File: config.mk
export PLATFORM = sky130hd
export DESIGN_NAME = psg_stereo_dac
export DESIGN_NICKNAME = d
export VERILOG_FILES = /design/src/rtl/psg_audio_pkg.sv /design/src/rtl/sd_dac1.sv /design/src/rtl/psg_stereo_dac.sv
export SDC_FILE = /design/constraint.sdc
export NUM_CORES = 1
export LEC_CHECK = 0
export ABC_AREA = 0
export CORE_ASPECT_RATIO = 2
export CORE_MARGIN = 2
export CORE_UTILIZATION = 25
export DETAILED_ROUTE_END_ITERATION = 6
export PLACE_DENSITY_LB_ADDON = 0.08
export SLEW_MARGIN = 10
export SYNTH_ARGS = -nofsm -noshare
export SYNTH_HDL_FRONTEND = slang
export SYNTH_SLANG_ARGS = --single-unit
File: constraint.sdc
create_clock -name CLK -period 6.25 [get_ports CLK]
set_clock_uncertainty 0.1 [all_clocks]
set_input_delay 1.25 -clock CLK [delete_from_list [all_inputs] [get_ports CLK]]
set_output_delay 1.25 -clock CLK [all_outputs]
set_load 0.03 [all_outputs]
File: src/rtl/psg_audio_pkg.sv
// rtl/psg_audio_pkg.sv - shared types and constants for the PSG stereo DAC
package psg_audio_pkg;

  typedef enum logic [1:0] {
    ST_ABC  = 2'b00,
    ST_ACB  = 2'b01,
    ST_MONO = 2'b10
  } stereo_e;

  typedef enum logic [1:0] {
    G_PLAY     = 2'd0,
    G_FADE_OUT = 2'd1,
    G_MUTED    = 2'd2,
    G_FADE_IN  = 2'd3
  } gain_state_e;

  localparam int GAIN_MAX   = 16;
  localparam int PCM_W      = 10;
  localparam int BEEPER_LVL = 128;
  localparam int TAPE_LVL   = 32;

endpackage

File: src/rtl/sd_dac1.sv
// rtl/sd_dac1.sv - first-order sigma-delta modulator, carry-out is the bitstream
module sd_dac1 (
  input  logic       CLK,
  input  logic       RESET,
  input  logic [9:0] DIN,
  output logic       DOUT
);

  logic [10:0] acc_q, acc_d;

  always_comb begin
    acc_d = {1'b0, acc_q[9:0]} + {1'b0, DIN};
  end

  always_ff @(posedge CLK) begin
    if (RESET) begin
      acc_q <= '0;
    end else begin
      acc_q <= acc_d;
    end
  end

  assign DOUT = acc_q[10];

endmodule

File: src/rtl/psg_stereo_dac.sv
// rtl/psg_stereo_dac.sv - PSG/beeper/tape stereo mixer with fade gain and sigma-delta outputs
module psg_stereo_dac
  import psg_audio_pkg::*;
#(
  parameter int FADE_STEP = 64
) (
  input  logic       CLK,
  input  logic       RESET,
  input  logic       CE,
  input  logic [7:0] CH_A,
  input  logic [7:0] CH_B,
  input  logic [7:0] CH_C,
  input  logic       BEEPER,
  input  logic       TAPE_IN,
  input  logic [1:0] STEREO,
  input  logic       MUTE,
  output logic [9:0] PCM_L,
  output logic [9:0] PCM_R,
  output logic       PCM_VALID,
  output logic       AUDIO_L,
  output logic       AUDIO_R
);

  localparam int               CNT_W     = (FADE_STEP > 1) ? $clog2(FADE_STEP) : 1;
  localparam logic [CNT_W-1:0] CNT_LAST  = CNT_W'(FADE_STEP - 1);
  localparam logic [4:0]       GAIN_FULL = 5'(GAIN_MAX);

  logic [7:0]       a_q, a_d, b_q, b_d, c_q, c_d;
  logic             beep_q, beep_d, tape_q, tape_d;
  logic [1:0]       stereo_q, stereo_d;
  logic             s1_vld_q, s1_vld_d;
  logic [PCM_W-1:0] raw_l_q, raw_l_d, raw_r_q, raw_r_d;
  logic             s2_vld_q, s2_vld_d;
  logic [PCM_W-1:0] pcm_l_q, pcm_l_d, pcm_r_q, pcm_r_d;
  logic             pcm_vld_q, pcm_vld_d;
  gain_state_e      state_q, state_d;
  logic [4:0]       gain_q, gain_d;
  logic [CNT_W-1:0] cnt_q, cnt_d;
  logic [PCM_W-1:0] a10, b10, c10, ext;
  logic [14:0]      prod_l, prod_r;

  always_comb begin
    a_d      = CE ? CH_A : a_q;
    b_d      = CE ? CH_B : b_q;
    c_d      = CE ? CH_C : c_q;
    beep_d   = CE ? BEEPER : beep_q;
    tape_d   = CE ? TAPE_IN : tape_q;
    stereo_d = CE ? STEREO : stereo_q;
    s1_vld_d = CE;
  end

  always_comb begin
    a10      = {2'b00, a_q};
    b10      = {2'b00, b_q};
    c10      = {2'b00, c_q};
    ext      = (beep_q ? PCM_W'(BEEPER_LVL) : '0) + (tape_q ? PCM_W'(TAPE_LVL) : '0);
    raw_l_d  = raw_l_q;
    raw_r_d  = raw_r_q;
    s2_vld_d = s1_vld_q;
    if (s1_vld_q) begin
      case (stereo_q)
        ST_ABC: begin
          raw_l_d = (a10 << 1) + b10 + ext;
          raw_r_d = (c10 << 1) + b10 + ext;
        end
        ST_ACB: begin
          raw_l_d = (a10 << 1) + c10 + ext;
          raw_r_d = (b10 << 1) + c10 + ext;
        end
        default: begin
          raw_l_d = a10 + b10 + c10 + ext;
          raw_r_d = a10 + b10 + c10 + ext;
        end
      endcase
    end
  end

  // Full-width product so gain 16 reproduces raw exactly after the shift.
  always_comb begin
    prod_l    = 15'(raw_l_q) * 15'(gain_q);
    prod_r    = 15'(raw_r_q) * 15'(gain_q);
    pcm_l_d   = s2_vld_q ? PCM_W'(prod_l >> 4) : pcm_l_q;
    pcm_r_d   = s2_vld_q ? PCM_W'(prod_r >> 4) : pcm_r_q;
    pcm_vld_d = s2_vld_q;
  end

  // Gain steps on the sample being scaled now, so it takes effect on the next one.
  always_comb begin
    state_d = state_q;
    gain_d  = gain_q;
    cnt_d   = cnt_q;
    case (state_q)
      G_PLAY: begin
        gain_d = GAIN_FULL;
        if (MUTE) begin
          state_d = G_FADE_OUT;
          cnt_d   = '0;
        end
      end
      G_FADE_OUT: begin
        if (!MUTE) begin
          state_d = G_FADE_IN;
          cnt_d   = '0;
        end else if (gain_q == 5'd0) begin
          state_d = G_MUTED;
          cnt_d   = '0;
        end else if (s2_vld_q) begin
          if (cnt_q == CNT_LAST) begin
            gain_d = gain_q - 5'd1;
            cnt_d  = '0;
            if (gain_q == 5'd1) state_d = G_MUTED;
          end else begin
            cnt_d = cnt_q + 1'b1;
          end
        end
      end
      G_MUTED: begin
        gain_d = 5'd0;
        if (!MUTE) begin
          state_d = G_FADE_IN;
          cnt_d   = '0;
        end
      end
      default: begin
        if (MUTE) begin
          state_d = G_FADE_OUT;
          cnt_d   = '0;
        end else if (s2_vld_q) begin
          if (cnt_q == CNT_LAST) begin
            gain_d = gain_q + 5'd1;
            cnt_d  = '0;
            if (gain_q == GAIN_FULL - 5'd1) state_d = G_PLAY;
          end else begin
            cnt_d = cnt_q + 1'b1;
          end
        end
      end
    endcase
  end

  always_ff @(posedge CLK) begin
    if (RESET) begin
      a_q       <= '0;
      b_q       <= '0;
      c_q       <= '0;
      beep_q    <= 1'b0;
      tape_q    <= 1'b0;
      stereo_q  <= '0;
      s1_vld_q  <= 1'b0;
      raw_l_q   <= '0;
      raw_r_q   <= '0;
      s2_vld_q  <= 1'b0;
      pcm_l_q   <= '0;
      pcm_r_q   <= '0;
      pcm_vld_q <= 1'b0;
      state_q   <= G_PLAY;
      gain_q    <= GAIN_FULL;
      cnt_q     <= '0;
    end else begin
      a_q       <= a_d;
      b_q       <= b_d;
      c_q       <= c_d;
      beep_q    <= beep_d;
      tape_q    <= tape_d;
      stereo_q  <= stereo_d;
      s1_vld_q  <= s1_vld_d;
      raw_l_q   <= raw_l_d;
      raw_r_q   <= raw_r_d;
      s2_vld_q  <= s2_vld_d;
      pcm_l_q   <= pcm_l_d;
      pcm_r_q   <= pcm_r_d;
      pcm_vld_q <= pcm_vld_d;
      state_q   <= state_d;
      gain_q    <= gain_d;
      cnt_q     <= cnt_d;
    end
  end

  assign PCM_L     = pcm_l_q;
  assign PCM_R     = pcm_r_q;
  assign PCM_VALID = pcm_vld_q;

  sd_dac1 u_sd_l (.CLK(CLK), .RESET(RESET), .DIN(pcm_l_q), .DOUT(AUDIO_L));
  sd_dac1 u_sd_r (.CLK(CLK), .RESET(RESET), .DIN(pcm_r_q), .DOUT(AUDIO_R));

endmodule

## Yosys cells after proc, flatten, opt, wreduce, memory -nomap -nowiden

Cells that the tools add are included.

| storage, ports and cells | value |
|---|---|
| register bits after elaboration | 106 |
| bits of input ports | 32 |
| output and inout port bits | 23 |

| cells by class | value |
|---|---|
| add/sub/neg operators | 17 |
| multipliers | 2 |
| equality and inequality tests | 16 |
| mux-type cells | 32 |
| reductions and logical operators | 11 |

Operators with widths:

| kind | count |
|---|---|
| adder 10 x 9 -> 10 bit | 5 |
| adder 9 x 8 -> 10 bit | 5 |
| two-way mux 6 bit | 8 |
| case mux 10 bit (2 select lines) | 2 |
| two-way mux 5 bit | 7 |
| multiplier 10 x 5 -> 14 bit | 2 |
| adder 10 x 10 -> 11 bit | 2 |
| two-way mux 2 bit | 11 |
| nonzero test 4 bit | 5 |
| case mux 6 bit (3 select lines) | 1 |
| case mux 5 bit (3 select lines) | 1 |
| != test 2 bit, second input constant | 6 |
| != test 4 bit, second input constant | 3 |
| adder 8 x 6 -> 9 bit | 1 |
| adder 8 x 8 -> 9 bit | 1 |
| two-way mux 8 bit | 1 |
| AND reduction 8 bit | 1 |
| AND reduction 7 bit | 1 |
| adder 6 x 1 -> 6 bit, second input constant | 1 |
| equality test 6 bit, second input constant | 1 |
| case mux 2 bit (3 select lines) | 1 |
| adder 5 x 1 -> 5 bit, second input constant | 1 |
| equality test 5 x 1 -> 1 bit, second input constant | 1 |
| equality test 5 x 4 -> 1 bit, second input constant | 1 |
| 7 further kinds | 9 |

## Logic depth before layout (Yosys ltp)

Gate-level depths: netlist (run 1).

| logic depth | value |
|---|---|
| depth in word-level cells | 7 |
| gate-level depth with buffers | 16 |
| mapped depth without buffers | 14 |

## Cells and area by module

Synthesis (run 1) repeated with hierarchy kept, for this count alone.

| unflattened totals | value |
|---|---|
| cells, all modules | 1138 |
| area, all modules | 9952.0 um^2 |

Modules (own cells, without submodules):

| module | instances | cells an instance | area an instance (um^2) | sequential area each (um^2) |
|---|---|---|---|---|
| psg_stereo_dac | 1 | 981 | 8524.4 | 1661.6 |
| sd_dac1 (u_sd_l) | 1 | 83 | 744.5 | 220.2 |
| sd_dac1 (u_sd_r) | 1 | 74 | 683.2 | 220.2 |

## Worst setup path after synthesis (run 1)

OpenSTA, ideal clock, no wires.

| timing | value |
|---|---|
| path kind | flip-flop to flip-flop |
| from | register gain_q[4] |
| to | register pcm_r_q[8], in the netlist PCM_R[8] |
| arrival | 4.186 ns |
| data required time | 6.079 ns |
| setup slack | 1.893 ns |
| stages on the path, launching flop included | 15 |
| path buffers | 2 |
| period minus slack after synthesis | 4.357 ns |
| cells stage by stage | dfxtp_1 clkbuf_1 clkbuf_1 nand2_1 fa_1 fa_1 fa_1 inv_1 ha_1 and2_4 a22o_4 o2111a_1 or4_1 mux2i_1 o2bb2ai_1 |

| on the way | value |
|---|---|
| word-level cells in the longest chain between the ends | 1 |

RTL lines:

| element | RTL line | text |
|---|---|---|
| from (decl) | psg_stereo_dac.sv:37 | `logic [4:0] gain_q, gain_d;` |
| from (signal assigned) | psg_stereo_dac.sv:174 | `gain_q <= gain_d;` |
| multiplier 10 x 5 -> 14 bit | psg_stereo_dac.sv:81 | `prod_r = 15'(raw_r_q) * 15'(gain_q);` |
| to (signal assigned) | psg_stereo_dac.sv:171 | `pcm_r_q <= pcm_r_d;` |
| to (decl) | psg_stereo_dac.sv:34 | `logic [PCM_W-1:0] pcm_l_q, pcm_l_d, pcm_r_q, pcm_r_d;` |

No other way between the ends.
A chain may end at the register's enable or synchronous reset.

## Worst setup path after layout (run 1)

| timing | value |
|---|---|
| from | register gain_q[4] |
| to | register pcm_l_q[6], in the netlist PCM_L[6] |

| on the way | value |
|---|---|
| word-level cells in the longest chain between the ends | 1 |

RTL lines:

| element | RTL line | text |
|---|---|---|
| multiplier 10 x 5 -> 14 bit | psg_stereo_dac.sv:80 | `prod_l = 15'(raw_l_q) * 15'(gain_q);` |
| to (signal assigned) | psg_stereo_dac.sv:170 | `pcm_l_q <= pcm_l_d;` |
| to (decl) | psg_stereo_dac.sv:34 |  |

No other way between the ends.

==> metrics.md, run 1 <==
| Metric | Value |
|---|---|
| Status | `completed` |
| Placed Instances | `1674` |
| Total of max-cap violations | `0` |
| Asr flop ratio synth | `0` |
| Count of cell types in the netlist | `70` |
| Unrepaired setup endpoints after global routing | `false` |
| Critical path class | `reg -> reg` |
| GR Util met3 | `0.0148` |
| Post-route antenna net violation count | `0` |
| Fmax | `~0.21 GHz` |
| IO Count | `55` |
| Tcrit/Tclk final | `0.752` |
| Synth Flop Type | `dfxtp_1` |
| VDD IR max | `between 150 and 200 uV` |
| Clock buffer depth | `2` |
| Post-CTS resize count | `0` |
| Post-synth EDFFs | `0` |
| Power per cell area | `around 180 nW/um^2` |
| Final setup TNS | `0 ps` |
| Placeable Area | `38700 um^2` |
| Worst Path Required | `6420 ps` |
| Hold Path Class | `reg -> reg` |
| Cells after Synth | `between 1000 and 1500` |
| Crit path time final | `4700 ps` |
| CTS tree | `done` |
| Finish-stage setup viols | `0` |
| Crit path launch type | `flop` |
| Initial cell density of the core | `0.253` |
| Reg area | `2100 um^2` |
| Root Driver | `clkbuf_16` |
| Filler Cell Count | `4146` |
| Initial antenna violation count | `0` |
| Gr busiest metal | `met2` |
| Grt total ovfl | `0` |
| Skew-Pair Late Insertion Delay | `roughly 380 ps` |
| Number of DRC markers in iteration 0 | `approximately 230` |
| Inserted Diodes | `0` |
| Initial DRT Pass Iterations | `6` |
| PnR worst setup slack | `1550 ps` |
| Final Instance Count excl. Fillers | `1690` |
| DP HPWL | `~23000 um` |
| Max Slew Vio Count | `0` |
| Nets | `1396` |
| Leak pwr | `between 5 and 6 nW` |
| Post-Syn Area | `9780 um^2` |
| Overall Power | `1.99 mW` |
| Area grow syn2layout | `14.4%` |
| Largest net degree at the start of global routing | `78` |
| First-pass GRT wire length | `around 45000 um` |
| Grt met2 use | `0.296` |
| Register area share after synthesis | `0.215` |
| Wire length per cell | `16.4 um` |
| Critical path endpoint category | `flop` |
| DRC violations left | `0` |
| Crit-path max FO | `23` |
| Die X | `144 um` |
| Die height | `between 200 and 300 um` |
| Routed vias/inst | `4.57` |
| Hold Worst Slack | `385 ps` |
| H-tree lvl count | `3` |
| Worst-margin pin slew | `976 ps` |
| Via count | `7727` |
| Num Clock Sinks | `105` |
| DP Worst Slack | `between 1500 and 2000 ps` |
| Share of layout cells above drive strength 1 | `0.0350` |
| Grt met1 use | `0.140` |
| Slew HR | `0.348` |
| Number of global-route vias before repair | `around 8000` |
| Synth Area per Inst | `8.64 um^2` |
| Fin. Hold Viols | `0` |
| # Post-CTS Setup Buffers | `0` |
| Post-Route WL | `27700 um` |
| Arr. time, crit path | `4870 ps` |
| GPL Wtd Cong | `between 0.7 and 0.8` |
| Clock transition at the registers of the reported paths | `80 ps` |
| Num CTS Buffers | `9` |
| Number of hold buffers added after cts | `0` |
| YS warnings | `0` |
| Num rows | `~100` |
| Input/output buffers | `54` |
| Tot GR Track Use | `0.143` |
| Die area | `40800 um^2` |
| Area of the multi-input gates | `7140 um^2` |
| Yosys reg bits | `105` |
| Net Count, Synth | `between 1000 and 1500` |
-- cell type report --
| cell class | instances | area share |
|---|---|---|
| repair buffers | 60 | 0.0516 |
| multi-input cells | 883 | 0.637 |
| inverters | 106 | 0.0355 |
| clock inverters | 6 | 0.00816 |
| well taps | 520 | 0.0581 |
| flip-flops and latches | 105 | 0.188 |
| clock buffers | 10 | 0.0213 |
-- through the flow --
step                utilization  area, um^2
detailed placement        0.281       10900
finish                    0.289       11200
CTS                       0.289       11200
global placement          0.281       10900
floorplan                     -        9780
global route              0.289       11200
-- where the power goes --
group	total (mW)	switching, mW	internal [mW]
sequential	0.792	0.0853	0.706
combinational	0.547	0.303	0.244
clock	0.656	0.293	0.363
-- sequential cells by signal (all words and copies together), names as in the netlist --
signal and flops:
cnt_q 6, raw_l_q 10, PCM_R 10, b_q 8
pcm_vld_d 1, gain_q 5, raw_r_q 9, state_q 2
tape_q 1, PCM_L 10, stereo_q 2, u_sd_r.acc_q 11
a_q 8, beep_q 1, PCM_VALID 1, u_sd_l.acc_q 11
s1_vld_q 1, c_q 8
-- cells by family after synthesis --
family                   synth area share
XOR/XNOR                           0.0295
flip-flops                          0.215
AO/OA/AOI/OAI                       0.144
AND/OR/NAND/NOR                     0.195
adder cells (fa/ha/maj)             0.307
buffers and inverters              0.0556
multiplexers                       0.0536
-- worst max-delay path: stages (launching register included) --
cell and delay, ps:
dfxtp_1 820, nand2_1 290, fa_1 600, fa_1 530, fa_1 540, inv_1 40, ha_1 340, a21oi_1 190
o22ai_2 160, a211oi_2 320, nor2b_1 90, or3_1 310, a32o_1 250
-- metal layers --
metal	part of all wire	vias to the layer above	wire length, um
li1	-	3951	-
met1	0.36	3673	10000
met2	0.60	78	16600
met3	0.017	25	482
met4	0.022	0	602
met5	0	-	0
-- final timing paths --
kind	start	endpoint	slack (ps)	cells after the start
setup / recovery	gain_q[4]$_SDFFE_PP1P_	PCM_L[6]$_SDFFE_PP0P_	1550	12
hold / removal	PCM_R[3]$_SDFFE_PP0P_	PCM_R[3]$_SDFFE_PP0P_	390	2
setup reg to reg	gain_q[4]$_SDFFE_PP1P_	PCM_L[6]$_SDFFE_PP0P_	1550	12
hold reg to reg	PCM_R[3]$_SDFFE_PP0P_	PCM_R[3]$_SDFFE_PP0P_	390	2
-- cells in the final DEF (no fill, tap or decap), drive strengths merged, types with 4 or more instances in the layout --
cell type      Yosys  layout
a211oi            28      28
a21o               8       8
a21oi             47      47
a22o               4       4
a311oi             7       7
and2              59      59
and3               4       4
buf                4       8
clkbuf            34      10
clkdlybuf4s50      0      52
dfxtp            105     105
fa                69      69
ha               130     130
inv              106     106
mux2i             49      49
nand2             84      84
nand2b            26      26
nand3             11      11
nand4              9       9
nor2             123     123
nor2b             17      17
nor3              31      31
nor4               5       5
o211ai             4       4
o21a               8       8
o21ai             49      49
o21bai            10      10
o22ai              4       4
o31ai              5       5
o32ai              4       4
or2                4       4
or3               11      11
xnor2             20      20
xor2              13      13
-- synthesized netlist by cell type (3+ instances only) --
| master | n | share of area |
|---|---|---|
| buf_2 | 3 | 0.0015 |
| mux2i_1 | 49 | 0.050 |
| nand2b_1 | 26 | 0.017 |
| inv_1 | 106 | 0.041 |
| xor2_1 | 13 | 0.012 |
| or2_2 | 4 | 0.0026 |
| o211ai_1 | 4 | 0.0031 |
| and3_1 | 3 | 0.0019 |
| o32ai_1 | 4 | 0.0036 |
| o31ai_1 | 5 | 0.0038 |
| a211o_1 | 3 | 0.0027 |
| a21o_1 | 8 | 0.0061 |
| a21oi_1 | 46 | 0.024 |
| nor4_1 | 5 | 0.0032 |
| mux2_2 | 3 | 0.0035 |
| o31a_1 | 3 | 0.0027 |
| o21ai_0 | 47 | 0.024 |
| dfxtp_1 | 105 | 0.21 |
| nand2_1 | 84 | 0.032 |
| or4_1 | 3 | 0.0023 |
| o22ai_1 | 3 | 0.0019 |
| ha_1 | 130 | 0.17 |
| nand4_1 | 9 | 0.0058 |
| nor2b_1 | 17 | 0.011 |
| a211oi_1 | 26 | 0.020 |
| nor3_1 | 31 | 0.016 |
| nor2_1 | 123 | 0.047 |
| nand3_1 | 11 | 0.0056 |
| o21a_1 | 8 | 0.0061 |
| a311oi_1 | 7 | 0.0063 |
| or3_1 | 11 | 0.0070 |
| clkbuf_1 | 34 | 0.013 |
| a22o_1 | 3 | 0.0027 |
| xnor2_1 | 20 | 0.018 |
| and2_1 | 58 | 0.037 |
| fa_1 | 69 | 0.14 |
| o21bai_1 | 10 | 0.0077 |
Note: power is estimated with default switching activity, not from simulation.
==> inputs of run 2 (changes only) <==
Clock period 6.25 ns to 4 ns, I/O delays scaled along.
==> run 2 against run 1 <==
Compared with the run above:
- die area stayed put
- combinational power up 90%
- sequential power is 52% higher
- cell count up 3.6%
- utilization rose by 1.8 points
- global-route usage is 0.31 points higher
- clock power is 55% higher
- critical path type unchanged
==> metrics.md, run 2 (same netlist as run 1, synthesis figures left out) <==
| Metric | Value |
|---|---|
| Hold Path Class | `reg -> reg` |
| Highest Signal Layer | `met4` |
| Total of max-cap violations | `0 (unchanged)` |
| Fmax | `0.256 GHz (+20%)` |
| VDD IR max | `218 uV (+44%)` |
| Slew HR | `0.374 (+0.0263)` |
| GPL Wtd Cong | `0.803 (+5.4%)` |
| Status | `completed` |
| Num CTS Buffers | `9 (unchanged)` |
| Skew-Pair Late Insertion Delay | `380 ps (about the same)` |
| Grt total ovfl | `0 (unchanged)` |
| Critical path class | `reg -> reg` |
| Met2 WL post-DR | `17600 um (+6.1%)` |
| Area grow syn2layout | `21.7%` |
| CTS tree | `done` |
| Final core occ | `0.308 (+0.0183)` |
| Wire length per cell | `16.4 um (-0.18%)` |
| DP HPWL | `23900 um (+5.8%)` |
| Placeable Area | `38700 um^2 (unchanged)` |
| Tcrit/Tclk final | `0.977 (+0.225)` |
| Fin. Hold Viols | `0 (unchanged)` |
| Psw | `1.10 mW (+61%)` |
| Tot GR Track Use | `0.146 (+0.00314)` |
| Die X | `144 um (unchanged)` |
| H-tree lvl count | `3 (unchanged)` |
| Most frequent cells in the layout | `nor2_1 (120), ha_1 (120), inv_1 (101), dfxtp_1 (100), nand2_1 (83)` |
| Arr. time, crit path | `4080 ps (-790 ps)` |
| Share of layout cells above drive strength 1 | `0.116 (+0.0812)` |
| Share of power burned in registers | `0.368 (-0.029)` |
| Initial cell density of the core | `0.253 (unchanged)` |
| Internal power | `2.17 mW (+65%)` |
| Via count | `7995 (+3.5%)` |
| Worst Path Required | `4170 ps (-2250 ps)` |
| Clock transition at the registers of the reported paths | `70 ps (about the same)` |
| Largest net degree at the start of global routing | `41 (-47%)` |
| Crit-path max FO | `11 (-52%)` |
| Comb pwr share | `0.319 (+0.045)` |
| Num Clock Sinks | `105 (unchanged)` |
| Met3 WL | `464 um (-3.7%)` |
| Inserted Diodes | `0 (unchanged)` |
| Finish-stage setup viols | `0 (unchanged)` |
| Post-Route WL | `28600 um (+3.4%)` |
| Initial DRT Pass Iterations | `4 (-2)` |
| Input/output buffers | `54 (unchanged)` |
| Routed vias/inst | `4.57 (about the same)` |
| Crit path time final | `3910 ps (-790 ps)` |
| Nets | `1456 (+4.3%)` |
| IO Count | `55 (unchanged)` |
| Max Slew Vio Count | `0 (unchanged)` |
| Number of global-route vias before repair | `8606 (+4.7%)` |
| Die height | `284 um (unchanged)` |
| First-pass GRT wire length | `45800 um (+2.6%)` |
| Die area | `40800 um^2 (unchanged)` |
| Post-route antenna net violation count | `0 (unchanged)` |
| Crit path launch type | `flop` |
| Number of DRC markers in iteration 0 | `180 (-23%)` |
| M1 WL | `10100 um (+0.61%)` |
| Clock buffer depth | `2 (unchanged)` |
| Root Driver | `clkbuf_16` |
| Leak pwr | `5.38 nW (+6.3%)` |
| Num rows | `102 (unchanged)` |
| Clk pwr share | `0.314 (-0.015)` |
| Unrepaired setup endpoints after global routing | `true` |
| Hold Worst Slack | `371 ps (-14.2 ps)` |
| Critical path endpoint category | `flop` |
| Worst-margin pin slew | `938 ps (-38.1 ps)` |
| DRC violations left | `0 (unchanged)` |
| Power per cell area | `274 nW/um^2 (+54%)` |
| Sw Share | `0.336 (-0.00537)` |
| Initial antenna violation count | `0 (unchanged)` |
| Top Registers | `u_sd_l.acc_q x11, u_sd_r.acc_q x11` |
| Number of hold buffers added after cts | `0 (unchanged)` |
-- run 2: cell type report --
cell class / instances / area [um^2]
fill: 4141 / 26800
tap: 520 / 651
clock inverter: 5 / 77.6
sequential: 105 / 2120
clock buffer: 11 / 253
timing repair buffer: 120 / 1060
multi-input combinational: 883 / 7350
inverter: 106 / 398
-- run 2: per-stage QoR --
stage          power, mW  cells  setup slack (ps)  instance area, um^2  setup TNS [ps]
3_3_place_gp        2.23   1729             -72.4                11300            -249
6_report            3.27   1750              91.0                11900               0
3_5_place_dp        2.23   1729              -141                11300            -708
2_1_floorplan       1.88   1132            -0.893                 9900          -0.893
4_1_cts             3.31   1747              15.5                11700               0
5_1_grt             3.50   1750             -30.1                11900           -42.1
-- run 2: power by group through the flow --
stage | Clock, mW | Combinational [mW] | Sequential [mW]
floorplan | 0 | 0.679 | 1.20
global placement | 0 | 1.00 | 1.23
detailed placement | 0 | 0.998 | 1.23
CTS | 1.08 | 1.03 | 1.20
global route | 1.11 | 1.18 | 1.21
finish | 1.02 | 1.04 | 1.20
-- run 2: worst paths after layout --
kind	cells past startpoint	endpoint	from	slack [ps]
worst min-delay path	2	PCM_R[3]$_SDFFE_PP0P_	PCM_R[3]$_SDFFE_PP0P_	370
worst max register to register	14	PCM_L[6]$_SDFFE_PP0P_	gain_q[2]$_SDFFE_PP0P_	90
worst min register to register	2	PCM_R[3]$_SDFFE_PP0P_	PCM_R[3]$_SDFFE_PP0P_	370
worst max-delay path	14	PCM_L[6]$_SDFFE_PP0P_	gain_q[2]$_SDFFE_PP0P_	90
-- run 2: routing by layer --
layer | vias up | global-route usage
met5 | - | 0
met4 | 0 | 0.0422
met3 | 22 | 0.0143
met2 | 68 | 0.315
met1 | 3828 | 0.135
li1 | 4077 | -
-- run 2: repair_timing --
item,4_1_cts,5_1_grt
resized for setup,8,43
pin swaps,1,43
buffers inserted,2,3
setup endpoints to repair,11,12
-- run 2: critical path, stage by stage (launching register included) --
cell and delay [ps]:
dfxtp_4 370, buf_6 140, and2_4 140, fa_1 500
fa_1 520, inv_1 50, fa_1 520, inv_1 40
ha_2 190, a211oi_2 270, nor2_2 90, a211oi_2 240
nor2b_1 80, or3_1 310, a32o_1 250
